### src/rtl/seg_scan_driver_if.sv
// Digit-update handshake between the time/alarm logic (master) and the
// seven-segment scan driver (slave).
interface seg_scan_driver_if;
    logic [15:0] digits;
    logic        upd_req;
    logic        upd_ack;

    modport master (output digits, output upd_req, input upd_ack);
    modport slave  (input digits, input upd_req, output upd_ack);
endinterface

### src/rtl/seg_scan_driver.sv
// Four-slot seven-segment scan driver with frame-aligned digit capture,
// per-slot blank/blink; LEADING_ZERO_BLANK_EN adds leading-zero suppression.
module seg_scan_driver #(
    parameter int SCAN_DIV  = 100000,
    parameter int BLINK_DIV = 50000000
) (
    input  logic             clk,
    input  logic             rst_n,
    seg_scan_driver_if.slave upd,
    input  logic [3:0]       blank_mask,
    input  logic [3:0]       blink_mask,
    output logic [1:0]       en,
    output logic [3:0]       num,
    output logic             blank,
    output logic             frame_start
);
    localparam int SW = (SCAN_DIV  > 1) ? $clog2(SCAN_DIV)  : 1;
    localparam int BW = (BLINK_DIV > 1) ? $clog2(BLINK_DIV) : 1;
    localparam logic [SW-1:0] SCAN_LAST  = SW'(SCAN_DIV - 1);
    localparam logic [BW-1:0] BLINK_LAST = BW'(BLINK_DIV - 1);

    logic [SW-1:0] scan_cnt;
    logic [BW-1:0] blink_cnt;
    logic          blink_phase;
    logic [15:0]   shadow;
    logic          valid;

    logic          tick, boundary, capture, valid_nxt, blank_nxt;
    logic [1:0]    en_nxt;
    logic [15:0]   shadow_nxt;
    logic [3:0]    num_nxt;

    // Everything registered on a tick is computed from the slot being entered,
    // so en/num/blank always move together.
    always_comb begin
        tick       = (scan_cnt == SCAN_LAST);
        en_nxt     = en + 2'd1;
        boundary   = tick && (en == 2'd3);
        capture    = boundary && upd.upd_req;
        shadow_nxt = capture ? upd.digits : shadow;
        valid_nxt  = valid | capture;
        case (en_nxt)
            2'd0:    num_nxt = shadow_nxt[3:0];
            2'd1:    num_nxt = shadow_nxt[7:4];
            2'd2:    num_nxt = shadow_nxt[11:8];
            default: num_nxt = shadow_nxt[15:12];
        endcase
        blank_nxt = !valid_nxt | blank_mask[en_nxt] | (blink_mask[en_nxt] & blink_phase);
`ifdef LEADING_ZERO_BLANK_EN
        blank_nxt = blank_nxt
                  | ((en_nxt == 2'd3) && (shadow_nxt[15:12] == 4'd0))
                  | ((en_nxt == 2'd2) && (shadow_nxt[15:8]  == 8'd0));
`endif
    end

    always_ff @(posedge clk) begin
        if (!rst_n) begin
            scan_cnt    <= '0;
            blink_cnt   <= '0;
            blink_phase <= 1'b0;
            en          <= 2'd0;
            shadow      <= 16'd0;
            valid       <= 1'b0;
            num         <= 4'd0;
            blank       <= 1'b1;
            upd.upd_ack <= 1'b0;
            frame_start <= 1'b0;
        end else begin
            scan_cnt <= tick ? '0 : scan_cnt + SW'(1);
            if (blink_cnt == BLINK_LAST) begin
                blink_cnt   <= '0;
                blink_phase <= ~blink_phase;
            end else begin
                blink_cnt <= blink_cnt + BW'(1);
            end
            upd.upd_ack <= capture;
            frame_start <= boundary;
            if (tick) begin
                en     <= en_nxt;
                shadow <= shadow_nxt;
                valid  <= valid_nxt;
                num    <= num_nxt;
                blank  <= blank_nxt;
            end
        end
    end
endmodule
### src/flat_wrapper.sv
// flat-port wrapper written by rule: the top's interface ports become plain ports
module seg_scan_driver_flat 
#(
    parameter int SCAN_DIV  = 100000,
    parameter int BLINK_DIV = 50000000
)
  (clk, rst_n, blank_mask, blink_mask, en, num, blank, frame_start, upd_digits, upd_upd_req, upd_upd_ack);
  seg_scan_driver_if upd_i ();
  input  logic clk;
  input  logic rst_n;
  input  logic [3:0] blank_mask;
  input  logic [3:0] blink_mask;
  output logic [1:0] en;
  output logic [3:0] num;
  output logic blank;
  output logic frame_start;
  input wire logic [$bits(upd_i.digits)-1:0] upd_digits;
  input wire logic [$bits(upd_i.upd_req)-1:0] upd_upd_req;
  output wire logic [$bits(upd_i.upd_ack)-1:0] upd_upd_ack;
  assign upd_i.digits = upd_digits;
  assign upd_i.upd_req = upd_upd_req;
  assign upd_upd_ack = upd_i.upd_ack;
  seg_scan_driver #(.SCAN_DIV(SCAN_DIV), .BLINK_DIV(BLINK_DIV)) u_core (.clk(clk), .rst_n(rst_n), .upd(upd_i), .blank_mask(blank_mask), .blink_mask(blink_mask), .en(en), .num(num), .blank(blank), .frame_start(frame_start));
endmodule
### config.mk
export PLATFORM = sky130hd
export DESIGN_NAME = seg_scan_driver_flat
export DESIGN_NICKNAME = d
export VERILOG_FILES = /design/src/rtl/seg_scan_driver_if.sv /design/src/rtl/seg_scan_driver.sv /design/src/flat_wrapper.sv
export SDC_FILE = /design/constraint.sdc
export NUM_CORES = 1
export LEC_CHECK = 0
export ABC_AREA = 0
export BUFFER_PORTS_ARGS = -buffer_cell sky130_fd_sc_hd__buf_2
export CORE_ASPECT_RATIO = 0.6
export CORE_MARGIN = 2
export CORE_UTILIZATION = 44
export CTS_BUF_LIST = sky130_fd_sc_hd__clkbuf_4
export CTS_CLUSTER_DIAMETER = 40
export DETAILED_ROUTE_END_ITERATION = 8
export SKIP_CTS_REPAIR_TIMING = 1
export SKIP_LAST_GASP = 1
export SYNTH_ARGS = -nofsm -noshare
export SYNTH_HDL_FRONTEND = slang
export SYNTH_SLANG_ARGS = --single-unit
### constraint.sdc
create_clock -name clk -period 3.8 [get_ports clk]
set_clock_uncertainty 0.15 [all_clocks]
set_input_delay 0.38 -clock clk [delete_from_list [all_inputs] [get_ports clk]]
set_output_delay 0.38 -clock clk [all_outputs]
set_load 0.05 [all_outputs]
==> results list, run 1 <==
- The number of different library cells used by synthesis comes to 38.
- TritonCTS built the clock tree.
- The internal portion of the total power is 0.8853 mW.
- STA classifies the critical path startpoint as a flop.
* Sequential area share after synthesis: 0.4514
* Vert. Die Dim: 69.06 um
- Of the cells placed in the final design, the portion with a size suffix greater than 1 is 0.1603.
- Final setup viols: 0
- For this design, the sink count on the clock tree is 70.
* Multiplexer area fraction after synthesis: 0.06409
* Proportion of register bits with asynchronous set or reset after synthesis: 0
* CP max-delay cell: sky130_fd_sc_hd__and3_1
- Of the total synthesized cell area, the portion taken by XOR and XNOR cells is 0.1129.
* Share of synthesized cell area in full adder, half adder and majority cells: 0.02418
* GR Util All Layers: 0.1799
- Worst setup path startpoint: u_core.scan_cnt[8]
* Worst hold path type: in -> reg
* CTS max path bufs: 2
* Required time of the critical path: 4.00 ns
* Largest net degree at the start of global routing: 24
- Core region area: 0.006763 mm^2
- Power per unit of standard cell area: 334.9 mW/mm^2
- The detailed router placed 2295 vias in this run.
- Summed over all nets, the switching power comes to 0.2680 mW.
- DRC: 0
* Run status: finished clean
- Number of routed nets with antenna violations: 0
- Upper clock frequency limit: 321.9 MHz
- The worst path needs 3.107 ns of the cycle, external delays included.
* Post-synthesis share of cell area spent on and, or, nand and nor gates: 0.2245
- In this run the number of H-tree levels came out at 3.
- The synthesized design contains 70 register bits.
- Post-synthesis compound-gate area fraction: 0.09391
- The die covers 0.007765 mm^2.
- Filler Cell Count: 633
- After technology mapping, the gate count stands at 328.
- Clock-pin slew on the worst setup and hold paths: 0.10 ns
- Number of failing hold endpoints at the final stage: 0
* Proportion of power drawn by the clock network: 0.318
- The total overflow left after global routing is 0.
- After the last flow step, the layout net total stands at 399.
- The number of nets in the synthesized netlist is 361.
- The initial antenna violation count was 0.
* Sequential Power Share: 0.645
- In this run the tightest slew margin relative to its limit is 0.4784.
- In this design, the stage delay of the slowest critical-path cell is 0.61 ns.
- Dividing the final minimum period by the clock period gives 0.8176.
- Max Fanout on Critical Path: 17
- Port buffering added 35 buffers.
* Std cell rows: 23
* Slew at the pin closest to its max-slew limit: 0.7764 ns
- CP Data Arrival Time: 3.30 ns
* Via count of the first global-routing pass: 2207
- In the final routed layout, each cell accounts on average for 13.96 um.
- Setup repair after global routing left no endpoint under its margin.
* Combinational share of power: 0.038
- Detailed-placement wirelength estimate: 4.671 mm
- Final Max Slew Viols: 0
* Post-synthesis instance area: 0.003104 mm^2
* Worst r2r src: u_core.scan_cnt[8]
- Measured on the finished design, the core utilization comes to 0.5092.
* Hold Path Origin: upd_digits[11]
- After synthesis, the largest family of logic cells by area is simple AND/OR/NAND/NOR gates.
* LEAKAGE: 1.388 nW
- In the routed layout, each cell is associated on average with a via count of 5.044.
- Net Sw Frac: 0.2324
- Number of buffers added by the clock tree synthesis step: 9
- Count of boundary I/O pins: 36
- Horizontal die dimension: 112.4 um
* Starting density of the core: 0.4590
* Total of max-cap violations: 0
- Sum of negative setup slack: 0 ns
- The worst setup path is of the reg -> reg kind.
- The worst setup path is captured at a flop.
* Critical Path, Cell by Cell: or4b_4, nor4_4, and3_1, buf_4, and2_1, a22o_1
* Number of iterations in the first detailed-routing pass: 4
- Global-route wire length before repair: 11.00 mm
* Overall routed net length: 6.352 mm
- Synth warn: 0
- Starting DRC count in detailed routing: 114
* Routability cong.: 0.8069
* Clock insertion delay at the later pin of the skew report: 0.41 ns
- Number of flops mapped to enable cells by yosys: 0
- Ant. Diodes: 0
* Root buf cell: sky130_fd_sc_hd__clkbuf_4
- For this run, the leading register cell type out of synthesis is sky130_fd_sc_hd__dfxtp_1.
* Mean cell area of the mapped netlist: 9.464 um^2
* Maximum ir drop on the vdd rail: 0.1829 mV
- Relative to the synthesized area, the layout overhead comes to 10.92%.
[cell usage after synthesis, types with 5 or more instances]
cell type                   n  area (um^2)
sky130_fd_sc_hd__a21oi_1    6        30.03
sky130_fd_sc_hd__a22o_1    20        175.2
sky130_fd_sc_hd__and2_1     9        56.30
sky130_fd_sc_hd__and3_1    14        87.58
sky130_fd_sc_hd__clkbuf_1   5        18.77
sky130_fd_sc_hd__dfxtp_1   70         1401
sky130_fd_sc_hd__ha_1       6        75.07
sky130_fd_sc_hd__mux2_2     7        78.83
sky130_fd_sc_hd__mux2i_1   12        120.1
sky130_fd_sc_hd__nand2_1   31        116.4
sky130_fd_sc_hd__nand3_1   16        80.08
sky130_fd_sc_hd__nand4_1    8        50.05
sky130_fd_sc_hd__nor2_1    47        176.4
sky130_fd_sc_hd__xnor2_1   16        140.1
sky130_fd_sc_hd__xor2_1    24        210.2
[worst max-delay path, delay by kind of cell (launching register included)]
family          cells  cell delay [ns]
simple gates        4             2.02
flops               1             0.36
buf+inv             1             0.29
compound gates      1             0.23
[state kept, by name, indices dropped and copies added, names as in the netlist]
name and flops:
u_core.frame_start 1, u_core.blank 1, u_core.valid 1, u_core.en 2
u_core.blink_cnt 26, u_core.shadow 16, u_core.scan_cnt 17, u_core.upd.upd_ack 1
u_core.num 4, u_core.blink_phase 1
[power by group through the flow]
stage          Sequential (mW)  Clock [mW]  Combinational (mW)
5_1_grt                  0.745       0.420              0.0495
2_1_floorplan            0.759           0              0.0204
3_5_place_dp             0.760           0              0.0433
3_3_place_gp             0.760           0              0.0434
4_1_cts                  0.744       0.386              0.0434
6_report                 0.743       0.366              0.0434
[layer usage]
metal	routed length, um	track usage	part of all wire
met1	3751	0.2876	0.59
met2	2095	0.2048	0.33
met3	433	0.06772	0.068
met4	72	0.07182	0.011
met5	0	0	0
[path summary, 6_finish.rpt]
path / slack (ns) / end / cells past startpoint
setup / recovery: 0.69 / u_core.shadow[3] / 6
hold / removal: 0.04 / u_core.shadow[11] / 2
setup reg to reg: 0.69 / u_core.shadow[3] / 6
hold reg to reg: 0.29 / u_core.blink_cnt[0] / 1
[area by class of cell]
type                    count  area (um^2)  share of cell area
multi-input cells         241         1613              0.4684
flip-flops and latches     70         1401              0.4070
repair buffers             40        215.2             0.06250
well taps                  87        108.9             0.03161
clock buffers              10        75.07             0.02180
clock inverters             3        15.01            0.004360
inverters                   4        15.01            0.004360
[through the flow]
| stage | cell area (um^2) | setup WS [ns] | hold slack, ns | power (mW) | std cells |
|---|---|---|---|---|---|
| finish | 3443 | 0.6932 | 0.04270 | 1.153 | 455 |
| global route | 3443 | 0.5024 | 0.02076 | 1.215 | 455 |
| CTS | 3433 | 0.6891 | 0.001236 | 1.173 | 454 |
| detailed placement | 3343 | 0.7217 | 0.2876 | 0.8037 | 441 |
| global placement | 3343 | 0.7762 | 0.2791 | 0.8035 | 441 |
| floorplan | 3104 | 1.064 | 0.2630 | 0.7795 | 328 |
[kinds of logic (layout without fill, tap and decap cells)]
logic type      Yosys count  in the layout
buf+inv                  17             57
xor+xnor                 40             40
fa+ha+maj                 6              6
simple gates            140            140
mux                      19             19
compound gates           36             36
flops                    70             70
[layout by cell type (no fill, tap or decap), types with 2 or more instances in the layout]
cell type	synthesis	layout
sky130_fd_sc_hd__a2111o_1	4	4
sky130_fd_sc_hd__buf_2	2	35
sky130_fd_sc_hd__nor2b_1	3	3
sky130_fd_sc_hd__and3_1	14	14
sky130_fd_sc_hd__mux2i_1	12	12
sky130_fd_sc_hd__a21oi_1	6	6
sky130_fd_sc_hd__o21ai_0	2	2
sky130_fd_sc_hd__nor2_1	47	47
sky130_fd_sc_hd__and2_1	9	9
sky130_fd_sc_hd__buf_4	0	4
sky130_fd_sc_hd__nand4_1	8	8
sky130_fd_sc_hd__mux2_2	7	7
sky130_fd_sc_hd__clkbuf_4	0	10
sky130_fd_sc_hd__xnor2_1	16	16
sky130_fd_sc_hd__nor3_1	2	2
sky130_fd_sc_hd__a22o_1	20	20
sky130_fd_sc_hd__nand2_1	31	31
sky130_fd_sc_hd__dfxtp_1	70	70
sky130_fd_sc_hd__xor2_1	24	24
sky130_fd_sc_hd__ha_1	6	6
sky130_fd_sc_hd__inv_1	4	4
sky130_fd_sc_hd__nand3_1	16	16
sky130_fd_sc_hd__clkinv_1	0	2
(Power assumes the default switching activity.)
==> inputs of run 2 (changes only) <==
==> constraint.sdc (replaced) <==
create_clock -name clk -period 3 [get_ports clk]
set_clock_uncertainty 0.15 [all_clocks]
set_input_delay 0.3 -clock clk [delete_from_list [all_inputs] [get_ports clk]]
set_output_delay 0.3 -clock clk [all_outputs]
set_load 0.05 [all_outputs]
==> run 2 against run 1 <==
Against the previous run:
- clock power grew 33%
- highest routed layer unchanged
- sequential cell count unchanged
- routed wire length rose by 8.7%
- non-clock buffer count is 20 higher
- global-route usage increased by 0.50 points
==> results list, run 2 (same netlist as run 1, synthesis figures left out) <==
* Power per unit of standard cell area: 410.6 mW/mm^2
* Starting density of the core: 0.4590
- In the global route stage, overall resource usage came out at 0.1849.
- Syn-to-layout area delta: 17.78%
- The largest single stage delay on the critical path is 0.57 ns.
- Total Die Area: 0.007765 mm^2
* Max Fanout on Critical Path: 7
* Worst Path Buf+Inv: 0
* Largest registers: u_core.blink_cnt (26), u_core.scan_cnt (17), u_core.shadow (16)
- Post-place setup slack: 0.1696 ns
- Clock insertion delay at the later pin of the skew report: 0.41 ns
- Detailed-placement wirelength estimate: 5.034 mm
* Largest net degree at the start of global routing: 18
- The die is 69.06 um tall.
- Once layout is complete, the cells apart from fillers number 477.
* Internal Dissipation: 1.142 mW
* Root buf cell: sky130_fd_sc_hd__clkbuf_4
* Slew at the pin closest to its max-slew limit: 0.4101 ns
- Static timing analysis puts the maximum clock frequency at 352.3 MHz.
- In the post-route analysis, the smallest setup slack over all paths is 0.1618 ns.
- The register with the most flip-flops in the layout has 26 of them.
- Routability cong.: 0.8329
* Post-layout nets: 419
* Crit Path Class: reg -> reg
- Share of the cycle needed by the critical path after routing: 0.9461
- Worst hold path type: in -> reg
- The library cell used most frequently in the layout, excluding fill and tap cells, is sky130_fd_sc_hd__dfxtp_1.
* Maximum ir drop on the vdd rail: 0.2461 mV
- Wire length per cell: 14.48 um
* Clock-pin slew on the worst setup and hold paths: 0.11 ns
- Register with the most flip-flops: u_core.blink_cnt
* Number of buffers added by the clock tree synthesis step: 9
* Setup crit end kind: flop
- Core region area: 0.006763 mm^2
* Global-route wire length before repair: 11.32 mm
- Hold Path Origin: rst_n
* Minimum clock period: 2.838 ns
- Of the total power, the share spent switching nets is 0.2390.
* Run status: finished clean
- RSZ-0062 raised after global routing: false
- The clock drives 70 sinks.
- H-tree lvl count: 3
- Via count of the first global-routing pass: 2246
* I/O Buffers: 35
* Number of routed nets with antenna violations: 0
- Of the cells placed in the final design, the portion with a size suffix greater than 1 is 0.1692.
* Top library cells by usage in the layout, fill and taps aside: sky130_fd_sc_hd__dfxtp_1, sky130_fd_sc_hd__nor2_1, sky130_fd_sc_hd__buf_2, sky130_fd_sc_hd__nand2_1, sky130_fd_sc_hd__xor2_1
* CP Data Arrival Time: 3.01 ns
- Ant. Diodes: 0
* CP max-delay cell: sky130_fd_sc_hd__or4b_4
* Overall routed net length: 6.906 mm
- The worst register-to-register path begins at u_core.scan_cnt[8].
* Net switching power of the design: 0.3587 mW
- Horizontal die dimension: 112.4 um
- In this run the static leakage power is 1.484 nW.
* Total of max-cap violations: 0
* Final Max Slew Viols: 0
- Initial antenna violation count: 0
* Final std cell area, no fill: 0.003656 mm^2
- In this run the count of I/O pins placed on the die edge is 36.
- Setup violations remaining at the end of the flow were counted as 0.
- Headroom to the max-slew limit came out at 0.7259.
- Sum of negative setup slack: 0 ns
- The critical path starts at u_core.scan_cnt[8].
* Std cell rows: 23
- Before antenna repair, the detailed router went through 4 iterations.
- After detailed routing, the number of vias per cell comes to 5.130.
* Cell family with the largest share of critical-path delay: simple AND/OR/NAND/NOR gates
- Cell Area, Placed: 0.003393 mm^2
- Proportion of power drawn by the clock network: 0.323
* Required time of the critical path: 3.17 ns
- After filler insertion, the fill cell instance count of the layout stands at 629.
- For this run the aggregate overflow at the end of global routing stands at 0.
- Worst setup SP type: flop
- After the first detailed-routing iteration, the DRC count stood at 133.
- DRC: 0
- TritonCTS built the clock tree.
- Critical Path, Cell by Cell: or4b_4, nor4_4, and3_1, mux2_2, a2111o_1, a22o_1
* Sequential Power Share: 0.627
- The share of total power dissipated in combinational logic is 0.049.
* Worst hold-check slack: 0.1110 ns
- Number of failing hold endpoints at the final stage: 0
- The clock passes through at most 2 buffers.
- Vias after detailed routing: 2447
- The number of placed instances, taps included, is 446.
[run 2: area by class of cell]
cell class                 count  area (um^2)  share of cell area
clock buffer                  10        75.07             0.02053
clock inverter                 5        27.53            0.007529
sequential                    70         1401              0.3833
multi-input combinational    241         1613              0.4411
tap                           87        108.9             0.02977
inverter                       4        15.01            0.004107
timing repair buffer          60        415.4              0.1136
[run 2: final timing paths]
check / to / slack [ns] / cells past startpoint
min reg2reg: u_core.blink_cnt[0] / 0.31 / 1
max reg2reg: u_core.num[1] / 0.16 / 6
max: u_core.num[1] / 0.16 / 6
min: u_core.scan_cnt[2] / 0.11 / 2
[run 2: power by group through the flow]
stage | Clock (mW) | Sequential [mW] | Combinational, mW
after floorplan | 0 | 0.962 | 0.0259
after global placement | 0 | 0.963 | 0.0571
after detailed placement | 0 | 0.963 | 0.0571
after CTS | 0.511 | 0.942 | 0.0573
after global routing | 0.552 | 0.944 | 0.0809
final | 0.485 | 0.942 | 0.0741
[run 2: stage by stage]
stage / total power, mW / utilization
floorplan: 0.9874 / -
global placement: 1.020 / 0.5018
detailed placement: 1.020 / 0.5018
CTS: 1.510 / 0.5169
global route: 1.577 / 0.5406
finish: 1.501 / 0.5406
[run 2: metal layers]
layer,vias up,part of all wire,global-route usage
met5,-,0,0
met4,0,0.011,0.05691
met3,10,0.051,0.05893
met2,44,0.36,0.2222
met1,1137,0.58,0.3000
li1,1256,-,-
==> inputs of run 3 (changes only) <==
--- a/config.mk
+++ b/config.mk
@@ -7,12 +7,15 @@
 export LEC_CHECK = 0
 export ABC_AREA = 0
 export BUFFER_PORTS_ARGS = -buffer_cell sky130_fd_sc_hd__buf_2
+export CELL_PAD_IN_SITES_DETAIL_PLACEMENT = 1
+export CELL_PAD_IN_SITES_GLOBAL_PLACEMENT = 1
 export CORE_ASPECT_RATIO = 0.6
 export CORE_MARGIN = 2
 export CORE_UTILIZATION = 44
 export CTS_BUF_LIST = sky130_fd_sc_hd__clkbuf_4
 export CTS_CLUSTER_DIAMETER = 40
 export DETAILED_ROUTE_END_ITERATION = 8
+export PLACE_DENSITY_LB_ADDON = 0.1
 export SKIP_CTS_REPAIR_TIMING = 1
 export SKIP_LAST_GASP = 1
 export SYNTH_ARGS = -nofsm -noshare
==> run 3 against run 2 <==
Against the previous run:
- worst hold slack got worse by 0.021 ns
- sequential share of layout area is 0.17 points higher
- global-route usage up 2.8 points
- final area shrank 0.45%
- power fell by 0.43%
- clock-buffer cell count down 1
- sequential power about the same
- non-clock buffer count unchanged
- critical path type unchanged
- highest routed layer unchanged
==> results list, run 3 (same netlist as run 1, synthesis figures left out) <==
- The hold violation total from the final report came to 0.
- Multi-input gate area in the final layout: 0.001613 mm^2
- Power per unit of standard cell area: 410.6 mW/mm^2
* Number of routed nets with antenna violations: 0
- The share of total power dissipated in combinational logic is 0.052.
- Worst setup SP type: flop
- Run status: finished clean
- Number of cells in the finished layout apart from fillers: 478
- Vias after detailed routing: 2508
- Core region area: 0.006763 mm^2
* Internal Dissipation: 1.131 mW
- Headroom to the max-slew limit came out at 0.4920.
- Final Max Slew Viols: 0
- Net Sw Frac: 0.2434
- Largest net degree at the start of global routing: 24
- Max Fanout on Critical Path: 7
- The worst hold path passes through 2 cells.
- Upper clock frequency limit: 354.8 MHz
- Clock insertion delay at the later pin of the skew report: 0.42 ns
- The count of buffers added on input and output ports is 35.
- Vert. Die Dim: 69.06 um
- GR Util All Layers: 0.2131
* CP Data Arrival Time: 2.99 ns
* Most frequent standard cell in the layout excluding fill and tap cells: sky130_fd_sc_hd__dfxtp_1
- The largest registers in the layout are u_core.blink_cnt (26), u_core.scan_cnt (17), u_core.shadow (16).
- Net switching power of the design: 0.3638 mW
* Final setup viols: 0
- H-tree lvl count: 3
* Via count of the first global-routing pass: 2506
- Share of cells above drive strength 1: 0.1688
* Number of iterations in the first detailed-routing pass: 4
- CTS saw 70 sinks.
* Register with the most flip-flops: u_core.blink_cnt
- DRC: 0
* Sum of negative setup slack: 0 ns
- Minimum clock period: 2.818 ns
- Horizontal die dimension: 112.4 um
- Of the total power, registers draw 0.630.
* Share of the cycle needed by the critical path after routing: 0.9394
* Starting DRC count in detailed routing: 127
- The number of antenna diodes in the final layout is 0.
* Wire length per cell: 16.66 um
- Worst hold path type: in -> reg
* Total Die Area: 0.007765 mm^2
* Inst Count DP: 446
- The register with the most flip-flops in the layout has 26 of them.
- Syn-to-layout area delta: 17.25%
- Initial antenna violation count: 0
* Starting density of the core: 0.4590
- Top library cells by usage in the layout, fill and taps aside: sky130_fd_sc_hd__dfxtp_1, sky130_fd_sc_hd__nor2_1, sky130_fd_sc_hd__buf_2, sky130_fd_sc_hd__nand2_1, sky130_fd_sc_hd__xor2_1
- The worst setup path is captured at a flop.
- Detailed-placement wirelength estimate: 5.816 mm
* Slew at the pin closest to its max-slew limit: 0.7562 ns
- Root buf cell: sky130_fd_sc_hd__clkbuf_4
- LEAKAGE: 1.490 nW
* Final worst setup slack: 0.1819 ns
- The longest clock path from root to sink contains 2 buffers.
- Std cell rows: 23
- Post-place setup slack: 0.1927 ns
- The share of total power dissipated in the clock network is 0.318.
* Post-layout nets: 419
* Maximum ir drop on the vdd rail: 0.2704 mV
- Routability cong.: 0.8162
- Clock tree synthesis inserted a total of 9 buffers.
* Number of vias per cell: 5.247
* Total of max-cap violations: 0
- Filler Cell Count: 827
- Registers take 0.001401 mm^2.
- RSZ-0062 raised after global routing: false
* Clock-pin slew on the worst setup and hold paths: 0.11 ns
* Required time of the critical path: 3.17 ns
- Logic depth of the worst register-to-register path: 6
- The first global-routing pass estimated 12.76 mm of wire.
- CTS tree: built
- Remaining global-route overflow: 0
- 36 I/O pins were placed.
* Crit Path Class: reg -> reg
- The routed design has 7.965 mm of wire.
==> run 3: path summary, 6_finish.rpt <==
kind	slack, ns	end	from
worst max-delay path	0.18	u_core.num[0]	u_core.scan_cnt[8]
worst min-delay path	0.09	u_core.blink_cnt[2]	rst_n
worst max register to register	0.18	u_core.num[0]	u_core.scan_cnt[8]
worst min register to register	0.31	u_core.blink_cnt[0]	u_core.blink_cnt[0]
==> run 3: per-stage QoR <==
stage                     power (mW)  area (um^2)  utilization  hold WS, ns
after floorplan               0.9874         3104            -       0.2630
after global placement         1.021         3381       0.4999       0.2754
after detailed placement       1.023         3381       0.4999       0.2934
after CTS                      1.506         3480       0.5145     -0.09444
after global routing           1.572         3640       0.5382      0.05821
final                          1.495         3640       0.5382      0.08989
==> run 3: layout make-up <==
type,count,area share
tap,87,0.02991
timing repair buffer,60,0.1107
inverter,4,0.004125
multi-input combinational,241,0.4431
clock buffer,9,0.01856
clock inverter,7,0.008594
sequential,70,0.3850
==> run 3: layer usage <==
metal,vias up,part of all wire,GRT usage
met5,-,0,0
met4,0,0.0079,0.05691
met3,6,0.064,0.06860
met2,48,0.41,0.2912
met1,1201,0.52,0.3203
li1,1253,-,-
==> run 3: power by group through the flow <==
stage / clock network (mW) / logic, mW / registers, mW
global placement: 0 / 0.0582 / 0.962
detailed placement: 0 / 0.0594 / 0.963
global route: 0.543 / 0.0845 / 0.944
floorplan: 0 / 0.0259 / 0.962
CTS: 0.504 / 0.0597 / 0.942
finish: 0.476 / 0.0771 / 0.942
==> run 3: critical path, stage by stage, from the launching register on <==
cell and delay, ns:
sky130_fd_sc_hd__dfxtp_1 0.36, sky130_fd_sc_hd__or4b_4 0.55, sky130_fd_sc_hd__nor4_4 0.27, sky130_fd_sc_hd__and3_1 0.41
sky130_fd_sc_hd__mux2_2 0.38, sky130_fd_sc_hd__a2111o_1 0.41, sky130_fd_sc_hd__a22o_1 0.18
